[src/rtl/cache_write_buffer_pkg.sv]
// Shared definitions for the cache / write-buffer / memory path.
//   ADDR_W, DATA_W : line address and line data widths, common to the cache
//   WB_DEPTH       : default number of posted writeback entries
//   c_state_e      : cache-side handshake states
//   m_state_e      : memory-side drain/fetch states
package cache_pkg;
    localparam int ADDR_W   = 28;
    localparam int DATA_W   = 128;
    localparam int WB_DEPTH = 4;

    typedef enum logic [1:0] {
        C_IDLE  = 2'd0,
        C_RDMEM = 2'd1,
        C_ACK   = 2'd2
    } c_state_e;

    typedef enum logic [1:0] {
        M_IDLE = 2'd0,
        M_WR   = 2'd1,
        M_RD   = 2'd2
    } m_state_e;
endpackage

[src/rtl/cache_write_buffer_if.sv]
// Bus bundles around the write buffer.
//   cwb_cache_if : cache line port. master = cache, slave = write buffer.
//                  c_read/c_write/c_addr/c_wdata towards buffer, c_rdata/c_ready back.
//   cwb_mem_if   : memory line port. master = write buffer, slave = memory.
//                  mem_read/mem_write/mem_addr/mem_wdata towards memory,
//                  mem_rdata/mem_ready back.
interface cwb_cache_if #(
    parameter int ADDR_W = cache_pkg::ADDR_W,
    parameter int DATA_W = cache_pkg::DATA_W
);
    logic              c_read;
    logic              c_write;
    logic [ADDR_W-1:0] c_addr;
    logic [DATA_W-1:0] c_wdata;
    logic [DATA_W-1:0] c_rdata;
    logic              c_ready;

    modport master (output c_read, c_write, c_addr, c_wdata, input c_rdata, c_ready);
    modport slave  (input c_read, c_write, c_addr, c_wdata, output c_rdata, c_ready);
endinterface

interface cwb_mem_if #(
    parameter int ADDR_W = cache_pkg::ADDR_W,
    parameter int DATA_W = cache_pkg::DATA_W
);
    logic              mem_read;
    logic              mem_write;
    logic [ADDR_W-1:0] mem_addr;
    logic [DATA_W-1:0] mem_wdata;
    logic [DATA_W-1:0] mem_rdata;
    logic              mem_ready;

    modport master (output mem_read, mem_write, mem_addr, mem_wdata, input mem_rdata, mem_ready);
    modport slave  (input mem_read, mem_write, mem_addr, mem_wdata, output mem_rdata, mem_ready);
endinterface

[src/rtl/cache_write_buffer_fifo.sv]
// wbuf_fifo: DEPTH-entry circular store of posted writebacks with an address CAM.
//   clk, rst          : clock, synchronous active-high reset (empties the store)
//   push_i            : append {push_addr_i, push_data_i} at tail (caller ensures !full)
//   pop_i             : drop head entry (caller ensures !empty)
//   full_o, empty_o   : derived from the registered occupancy count
//   head_addr_o/data_o: oldest entry, the next one to drain
//   cam_addr_i        : lookup address
//   cam_hit_o/data_o  : any valid entry matches; data of the youngest match
module wbuf_fifo #(
    parameter int DEPTH  = 4,
    parameter int ADDR_W = 28,
    parameter int DATA_W = 128
) (
    input  logic              clk,
    input  logic              rst,
    input  logic              push_i,
    input  logic [ADDR_W-1:0] push_addr_i,
    input  logic [DATA_W-1:0] push_data_i,
    input  logic              pop_i,
    output logic              full_o,
    output logic              empty_o,
    output logic [ADDR_W-1:0] head_addr_o,
    output logic [DATA_W-1:0] head_data_o,
    input  logic [ADDR_W-1:0] cam_addr_i,
    output logic              cam_hit_o,
    output logic [DATA_W-1:0] cam_data_o
);
    localparam int PTR_W = $clog2(DEPTH);
    localparam int CNT_W = PTR_W + 1;

    logic [ADDR_W-1:0] addr_q [DEPTH];
    logic [DATA_W-1:0] data_q [DEPTH];
    logic [PTR_W-1:0]  head_q, tail_q;
    logic [CNT_W-1:0]  count_q;

    // Pointers wrap naturally because DEPTH is a power of two.
    always_ff @(posedge clk) begin
        if (rst) begin
            head_q  <= '0;
            tail_q  <= '0;
            count_q <= '0;
        end else begin
            if (push_i) tail_q <= tail_q + 1'b1;
            if (pop_i)  head_q <= head_q + 1'b1;
            count_q <= count_q + CNT_W'(push_i) - CNT_W'(pop_i);
        end
    end

    // Payload needs no reset: validity is defined purely by count_q.
    always_ff @(posedge clk) begin
        if (push_i) begin
            addr_q[tail_q] <= push_addr_i;
            data_q[tail_q] <= push_data_i;
        end
    end

    assign full_o      = (count_q == CNT_W'(DEPTH));
    assign empty_o     = (count_q == '0);
    assign head_addr_o = addr_q[head_q];
    assign head_data_o = data_q[head_q];

    // Scan from oldest to youngest so a later match overrides an earlier one;
    // the head stays searchable while it is being drained.
    logic [PTR_W-1:0] idx;
    always_comb begin
        cam_hit_o  = 1'b0;
        cam_data_o = '0;
        idx        = '0;
        for (int k = 0; k < DEPTH; k++) begin
            idx = head_q + PTR_W'(k);
            if ((CNT_W'(k) < count_q) && (addr_q[idx] == cam_addr_i)) begin
                cam_hit_o  = 1'b1;
                cam_data_o = data_q[idx];
            end
        end
    end
endmodule

[src/rtl/cache_write_buffer.sv]
// cache_write_buffer: posted writeback buffer between cache and main memory.
// Writebacks are acknowledged once queued and drained in the background; fetches
// are forwarded from the youngest queued match or else read from memory ahead of
// any queued writes (a write already on the bus always completes first).
//   clk, rst : clock, synchronous active-high reset (memory must reset with it)
//   cbus     : cache port (slave side), all outputs registered
//   mbus     : memory port (master side), all outputs registered
module cache_write_buffer #(
    parameter int DEPTH  = cache_pkg::WB_DEPTH,
    parameter int ADDR_W = cache_pkg::ADDR_W,
    parameter int DATA_W = cache_pkg::DATA_W
) (
    input  logic         clk,
    input  logic         rst,
    cwb_cache_if.slave   cbus,
    cwb_mem_if.master    mbus
);
    import cache_pkg::*;

    c_state_e          c_state_q;
    m_state_e          m_state_q;
    logic              rd_pend_q;
    logic              c_ready_q;
    logic [DATA_W-1:0] c_rdata_q;
    logic              mem_read_q, mem_write_q;
    logic [ADDR_W-1:0] mem_addr_q;
    logic [DATA_W-1:0] mem_wdata_q;

    logic              full, empty, cam_hit;
    logic [ADDR_W-1:0] head_addr;
    logic [DATA_W-1:0] head_data, cam_data;
    logic              push, pop, rd_take, rd_done;

    // Full uses the registered count only, so a pop in this cycle does not free
    // a slot for a push in the same cycle.
    assign push    = (c_state_q == C_IDLE) && cbus.c_write && !full;
    assign pop     = (m_state_q == M_WR) && mbus.mem_ready;
    assign rd_take = (m_state_q == M_IDLE) && rd_pend_q;
    assign rd_done = (m_state_q == M_RD) && mbus.mem_ready;

    wbuf_fifo #(.DEPTH(DEPTH), .ADDR_W(ADDR_W), .DATA_W(DATA_W)) u_fifo (
        .clk         (clk),
        .rst         (rst),
        .push_i      (push),
        .push_addr_i (cbus.c_addr),
        .push_data_i (cbus.c_wdata),
        .pop_i       (pop),
        .full_o      (full),
        .empty_o     (empty),
        .head_addr_o (head_addr),
        .head_data_o (head_data),
        .cam_addr_i  (cbus.c_addr),
        .cam_hit_o   (cam_hit),
        .cam_data_o  (cam_data)
    );

    // Cache side. Requests seen in C_ACK are the one the cache is about to drop,
    // so they are ignored there to avoid a double enqueue. Write wins over read.
    always_ff @(posedge clk) begin
        if (rst) begin
            c_state_q <= C_IDLE;
            c_ready_q <= 1'b0;
            c_rdata_q <= '0;
            rd_pend_q <= 1'b0;
        end else begin
            case (c_state_q)
                C_IDLE: begin
                    if (cbus.c_write) begin
                        if (!full) begin
                            c_ready_q <= 1'b1;
                            c_state_q <= C_ACK;
                        end
                    end else if (cbus.c_read) begin
                        if (cam_hit) begin
                            c_rdata_q <= cam_data;
                            c_ready_q <= 1'b1;
                            c_state_q <= C_ACK;
                        end else begin
                            rd_pend_q <= 1'b1;
                            c_state_q <= C_RDMEM;
                        end
                    end
                end
                C_RDMEM: begin
                    if (rd_take) rd_pend_q <= 1'b0;
                    if (rd_done) begin
                        c_rdata_q <= mbus.mem_rdata;
                        c_ready_q <= 1'b1;
                        c_state_q <= C_ACK;
                    end
                end
                C_ACK: begin
                    c_ready_q <= 1'b0;
                    c_state_q <= C_IDLE;
                end
                default: c_state_q <= C_IDLE;
            endcase
        end
    end

    // Memory side. A pending fetch beats draining, but only at M_IDLE, so an
    // in-flight write is never aborted.
    always_ff @(posedge clk) begin
        if (rst) begin
            m_state_q   <= M_IDLE;
            mem_read_q  <= 1'b0;
            mem_write_q <= 1'b0;
            mem_addr_q  <= '0;
            mem_wdata_q <= '0;
        end else begin
            case (m_state_q)
                M_IDLE: begin
                    if (rd_pend_q) begin
                        mem_read_q <= 1'b1;
                        mem_addr_q <= cbus.c_addr;
                        m_state_q  <= M_RD;
                    end else if (!empty) begin
                        mem_write_q <= 1'b1;
                        mem_addr_q  <= head_addr;
                        mem_wdata_q <= head_data;
                        m_state_q   <= M_WR;
                    end
                end
                M_WR: begin
                    if (mbus.mem_ready) begin
                        mem_write_q <= 1'b0;
                        m_state_q   <= M_IDLE;
                    end
                end
                M_RD: begin
                    if (mbus.mem_ready) begin
                        mem_read_q <= 1'b0;
                        m_state_q  <= M_IDLE;
                    end
                end
                default: m_state_q <= M_IDLE;
            endcase
        end
    end

    assign cbus.c_ready    = c_ready_q;
    assign cbus.c_rdata    = c_rdata_q;
    assign mbus.mem_read   = mem_read_q;
    assign mbus.mem_write  = mem_write_q;
    assign mbus.mem_addr   = mem_addr_q;
    assign mbus.mem_wdata  = mem_wdata_q;
endmodule

[src/flat_wrapper.sv]
// flat-port wrapper written by rule: the top's interface ports become plain ports
module cache_write_buffer_flat import cache_pkg::*;
#(
    parameter int DEPTH  = cache_pkg::WB_DEPTH,
    parameter int ADDR_W = cache_pkg::ADDR_W,
    parameter int DATA_W = cache_pkg::DATA_W
)
  (clk, rst, cbus_c_read, cbus_c_write, cbus_c_addr, cbus_c_wdata, cbus_c_rdata, cbus_c_ready, mbus_mem_read, mbus_mem_write, mbus_mem_addr, mbus_mem_wdata, mbus_mem_rdata, mbus_mem_ready);
  cwb_cache_if #(.ADDR_W(ADDR_W), .DATA_W(DATA_W)) cbus_i ();
  cwb_mem_if #(.ADDR_W(ADDR_W), .DATA_W(DATA_W)) mbus_i ();
  input  logic clk;
  input  logic rst;
  input wire logic [$bits(cbus_i.c_read)-1:0] cbus_c_read;
  input wire logic [$bits(cbus_i.c_write)-1:0] cbus_c_write;
  input wire logic [$bits(cbus_i.c_addr)-1:0] cbus_c_addr;
  input wire logic [$bits(cbus_i.c_wdata)-1:0] cbus_c_wdata;
  output wire logic [$bits(cbus_i.c_rdata)-1:0] cbus_c_rdata;
  output wire logic [$bits(cbus_i.c_ready)-1:0] cbus_c_ready;
  output wire logic [$bits(mbus_i.mem_read)-1:0] mbus_mem_read;
  output wire logic [$bits(mbus_i.mem_write)-1:0] mbus_mem_write;
  output wire logic [$bits(mbus_i.mem_addr)-1:0] mbus_mem_addr;
  output wire logic [$bits(mbus_i.mem_wdata)-1:0] mbus_mem_wdata;
  input wire logic [$bits(mbus_i.mem_rdata)-1:0] mbus_mem_rdata;
  input wire logic [$bits(mbus_i.mem_ready)-1:0] mbus_mem_ready;
  assign cbus_i.c_read = cbus_c_read;
  assign cbus_i.c_write = cbus_c_write;
  assign cbus_i.c_addr = cbus_c_addr;
  assign cbus_i.c_wdata = cbus_c_wdata;
  assign cbus_c_rdata = cbus_i.c_rdata;
  assign cbus_c_ready = cbus_i.c_ready;
  assign mbus_mem_read = mbus_i.mem_read;
  assign mbus_mem_write = mbus_i.mem_write;
  assign mbus_mem_addr = mbus_i.mem_addr;
  assign mbus_mem_wdata = mbus_i.mem_wdata;
  assign mbus_i.mem_rdata = mbus_mem_rdata;
  assign mbus_i.mem_ready = mbus_mem_ready;
  cache_write_buffer #(.DEPTH(DEPTH), .ADDR_W(ADDR_W), .DATA_W(DATA_W)) u_core (.clk(clk), .rst(rst), .cbus(cbus_i), .mbus(mbus_i));
endmodule
[config.mk]
export PLATFORM = sky130hd
export DESIGN_NAME = cache_write_buffer_flat
export DESIGN_NICKNAME = d
export VERILOG_FILES = /design/src/rtl/cache_write_buffer_pkg.sv /design/src/rtl/cache_write_buffer_if.sv /design/src/rtl/cache_write_buffer_fifo.sv /design/src/rtl/cache_write_buffer.sv /design/src/flat_wrapper.sv
export SDC_FILE = /design/constraint.sdc
export NUM_CORES = 2
export LEC_CHECK = 0
export CELL_PAD_IN_SITES_DETAIL_PLACEMENT = 2
export CELL_PAD_IN_SITES_GLOBAL_PLACEMENT = 2
export CORE_MARGIN = 5
export CORE_UTILIZATION = 39
export CTS_CLUSTER_SIZE = 12
export DETAILED_ROUTE_END_ITERATION = 6
export GPL_TIMING_DRIVEN = 1
export PLACE_DENSITY = 0.81
export SYNTH_ARGS = -nofsm -noshare
export SYNTH_HDL_FRONTEND = slang
export SYNTH_SLANG_ARGS = --single-unit
[constraint.sdc]
create_clock -name clk -period 7.6 [get_ports clk]
set_clock_uncertainty 0.15 [all_clocks]
set_input_delay 1.52 -clock clk [delete_from_list [all_inputs] [get_ports clk]]
set_output_delay 1.52 -clock clk [all_outputs]
set_load 0.05 [all_outputs]
==> summary.md <==
| Metric | Value |
|---|---|
| Hold Crit Depth | 2 |
| Worst Hold End | u_core.mbus.mem_wdata[41] |
| Crit path capture type | flip-flop |
| Residual DRC | 0 |
| Hold Path Origin | u_core.mbus.mem_wdata[41] |
| Area Overhead vs Synth | 20.5% |
| GRT Util Overall | approximately 29% |
| Rows | about 130 |
| Vias in the first global route | roughly 45,000 |
| Sink Count | about 930 |
| Most frequent cells in the layout | edfxtp_1, clkdlybuf4s50_1, nand2_1, nor2_1, mux4_2 |
| Initial drt markers | between 3,000 and 4,000 |
| Final Slew Violations | 0 |
| Ranking of synthesized cells by area | edfxtp_1, mux4_2, dfxtp_1, mux2i_1, nand2_1 |
| CTS buffer count | between 100 and 150 |
| Clock Latency Late Sink | about 0.73 ns |
| Fin crit share | a little over 70% |
| Total power | between 15 and 20 mW |
| Post_cts resized | 0 |
| Max-Cap Viols | 0 |
| Drt first pass iters | 5 |
| WP data arrival | 5.87 ns |
| Share of layout cells above drive strength 1 | around 16% |
| Top Layer Used | met5 |
| Count of final hold-check violations | 0 |
| Critical Path Fanout Max | 73 |
| Type of the worst setup path | reg2reg |
| Type of the most critical hold path | reg2reg |
| Die height | approximately 370 µm |
| CTS tree | done |
| Initial antenna violation count | between 40 and 50 |
| EDFF count, synth | about 620 |
| Total negative slack | 0 ns |
| Top Ports | 576 |
| Per-cell routed wire length | around 32 µm |
| GRT overflow | 0 |
| Cell breakdown of the critical path | buf_4 > mux4_2 > xnor2_1 > nand4_1 > or4_4 > nor4b_4 > o41a_4 > nand2b_4 > buf_12 > a311oi_2 |
| CTS clock-pin slew for the worst setup and hold paths | ~0.06 ns |
| Cells after synthesis | 4,317 |
| GP Congestion | just under 0.9 |
| Pwr/cell area | 296 nW/µm² |
| Yosys reg bits | 925 |
| Vias | 41,300 |
| Hold-fix buffers, CTS | 0 |
| Metal1 wirelength | 84.2 mm |
| Htree depth | 3 |
| Worst-Margin Slew | between 1 and 1.5 ns |
| Register area | approximately 25,000 µm² |
| Synthesized area per cell | roughly 12 µm² |
| Post-synth ARST share | 0% |
| Cell taking the most area after synthesis | edfxtp_1 |
| Post-Place Cells | about 6,300 |
| Synth Warn # | 0 |
| Commonest non-fill, non-tap cell in the layout | edfxtp_1 |
| Width of the die | approximately 370 µm |
| Static Leak | around 19 nW |
| Via density | ~6.3 |
| R2R Setup Slk | between 2 and 2.5 ns |
| Antenna-violating nets left | 0 |
| Syn Std Cell Area | a little over 50,000 µm² |
| Initial core utilization | a little under 40% |
| Relative slew slack | between 10% and 20% |
| Largest net degree at the start of global routing | 136 |
| Worst EP required | between 7 and 8 ns |
| Tmin final | between 5 and 6 ns |
| Maximum clock insertion buffer count | 3 |
| WL final | 207 mm |
| FF-to-FF path depth | 10 |
| Status | finished, final reports clean |
| Met2 WL | slightly above 100 mm |
| # port buffers | around 580 |
| DP Wirelength | 127 mm |
| CP Launch Type | flip-flop |
| Main synth FF type | edfxtp_1 |
| Unique cell type count in the Yosys netlist | between 60 and 70 |
| Mapped Nets | about 4,600 |
| Setup Viol. Count Final | 0 |
| FF-to-FF End | u_core.cbus.c_rdata[90] |
| Core ar. | ~130,000 µm² |
| Fill cells | ~13,000 |
| Met3 WL | between 10 and 15 mm |
| Fin cells | 6,521 |
| Fmax | 0.182 GHz |
| CP max stage delay | between 0.8 and 0.9 ns |
| Share of the synthesized area in the top cell type | between 30% and 40% |
| Root Buffer | clkbuf_16 |
| Register area share after synthesis | 48.3% |
| Final hold slack | 0.305 ns |
| Crit-path slowest cell | dfxtp_4 |
| RSZ-0062 raised after global routing | false |
| Multi-input gate area | between 20,000 and 25,000 µm² |
| Nets | roughly 5,000 |
| Setup bufs post-CTS | 0 |
| Die area | roughly 140,000 µm² |
| First-pass GRT wire length | between 300 and 400 mm |
| Worst vdd ir | ~0.37 mV |
metal layers:
layer / track usage [%] / vias up
met2: 49.3 / 1655
met4: 11.6 / 16
met5: 0 / -
met3: 5.58 / 356
li1: - / 17500
met1: 36.1 / 21800
worst max-delay path, delay by kind of cell (launching register included):
kind	cells	cell delay (ns)
xor+xnor	1	0.17
flops	1	0.86
compound gates	2	0.75
buf+inv	2	0.92
simple gates	4	1.45
mux	1	0.66
kinds of logic after synthesis:
kind of cell | Yosys count | synth area share, %
AND/OR/NAND/NOR | 1108 | 10.2
AO/OA/AOI/OAI | 1031 | 14.0
XOR/XNOR | 93 | 1.59
multiplexers | 677 | 21.3
flip-flops | 925 | 48.3
buffers and inverters | 471 | 4.40
adder cells (fa/ha/maj) | 12 | 0.307
worst max path at each step:
stage | endpoint | depth (start not counted) | slack (ns)
after floorplan | u_core.u_fifo.addr_q[0][0] | 3 | 1.44
after global placement | u_core.cbus.c_rdata[68] | 10 | 1.79
after detailed placement | u_core.cbus.c_rdata[110] | 10 | 1.66
after CTS | u_core.cbus.c_rdata[89] | 10 | 2.18
after global routing | u_core.cbus.c_rdata[108] | 10 | 1.99
final | u_core.cbus.c_rdata[90] | 10 | 2.11
Yosys cell counts, types with 4 or more instances:
cell type / count
xnor2_1: 72
nand4_1: 9
a211oi_1: 144
ha_1: 11
clkbuf_1: 276
nor2_1: 308
inv_1: 27
a221oi_1: 4
a311oi_2: 61
o21ai_1: 76
mux4_2: 301
and2_1: 8
a21oi_1: 281
buf_6: 34
mux4_1: 13
o22ai_1: 11
and3_1: 135
nand2_1: 466
o2111ai_1: 4
mux2_2: 135
nor3_1: 15
buf_1: 41
a311oi_1: 87
mux2i_1: 227
a2111oi_0: 6
a31oi_1: 132
edfxtp_1: 624
o221ai_1: 6
nor4_1: 11
nor3b_1: 128
o21ai_0: 64
dfxtp_1: 301
buf_4: 43
xor2_1: 21
nand3_1: 11
o31ai_1: 128
buf_2: 47
metrics by stage:
step	utilization, %	setup WS (ns)	cell area [µm²]
6_report	47.1	2.11	61800
4_1_cts	47.1	2.18	61700
5_1_grt	47.1	1.99	61800
3_5_place_dp	44.2	1.66	58000
3_3_place_gp	44.2	1.79	58000
2_1_floorplan	-	1.44	51300
cell type report:
type / instances / area share (%)
Antenna cell: 34 / 0.138
Clock buffer: 154 / 5.10
Clock inverter: 56 / 1.01
Inverter: 29 / 0.176
Multi-Input combinational cell: 2921 / 39.4
Sequential cell: 925 / 40.1
Tap cell: 1755 / 3.55
Timing Repair Buffer: 647 / 10.5
sequential cells by signal, indices dropped and copies added, names as in the netlist, 2 cells and up, named ones only:
signal / cells
u_core.u_fifo.data_q: 512
u_core.cbus.c_rdata: 128
u_core.mbus.mem_wdata: 128
u_core.u_fifo.addr_q: 112
u_core.mbus.mem_addr: 28
u_core.u_fifo.count_q: 3
u_core.c_state_q: 2
u_core.m_state_q: 2
u_core.u_fifo.head_q: 2
u_core.u_fifo.tail_q: 2
power by group:
part           internal [mW]  switching (mW)  total, mW
registers               6.07           0.550       6.62
logic                   2.13            4.00       6.13
clock network           3.27            2.29       5.56
total                   11.5            6.84       18.3
No activity file was read; power rests on OpenSTA's default activity.
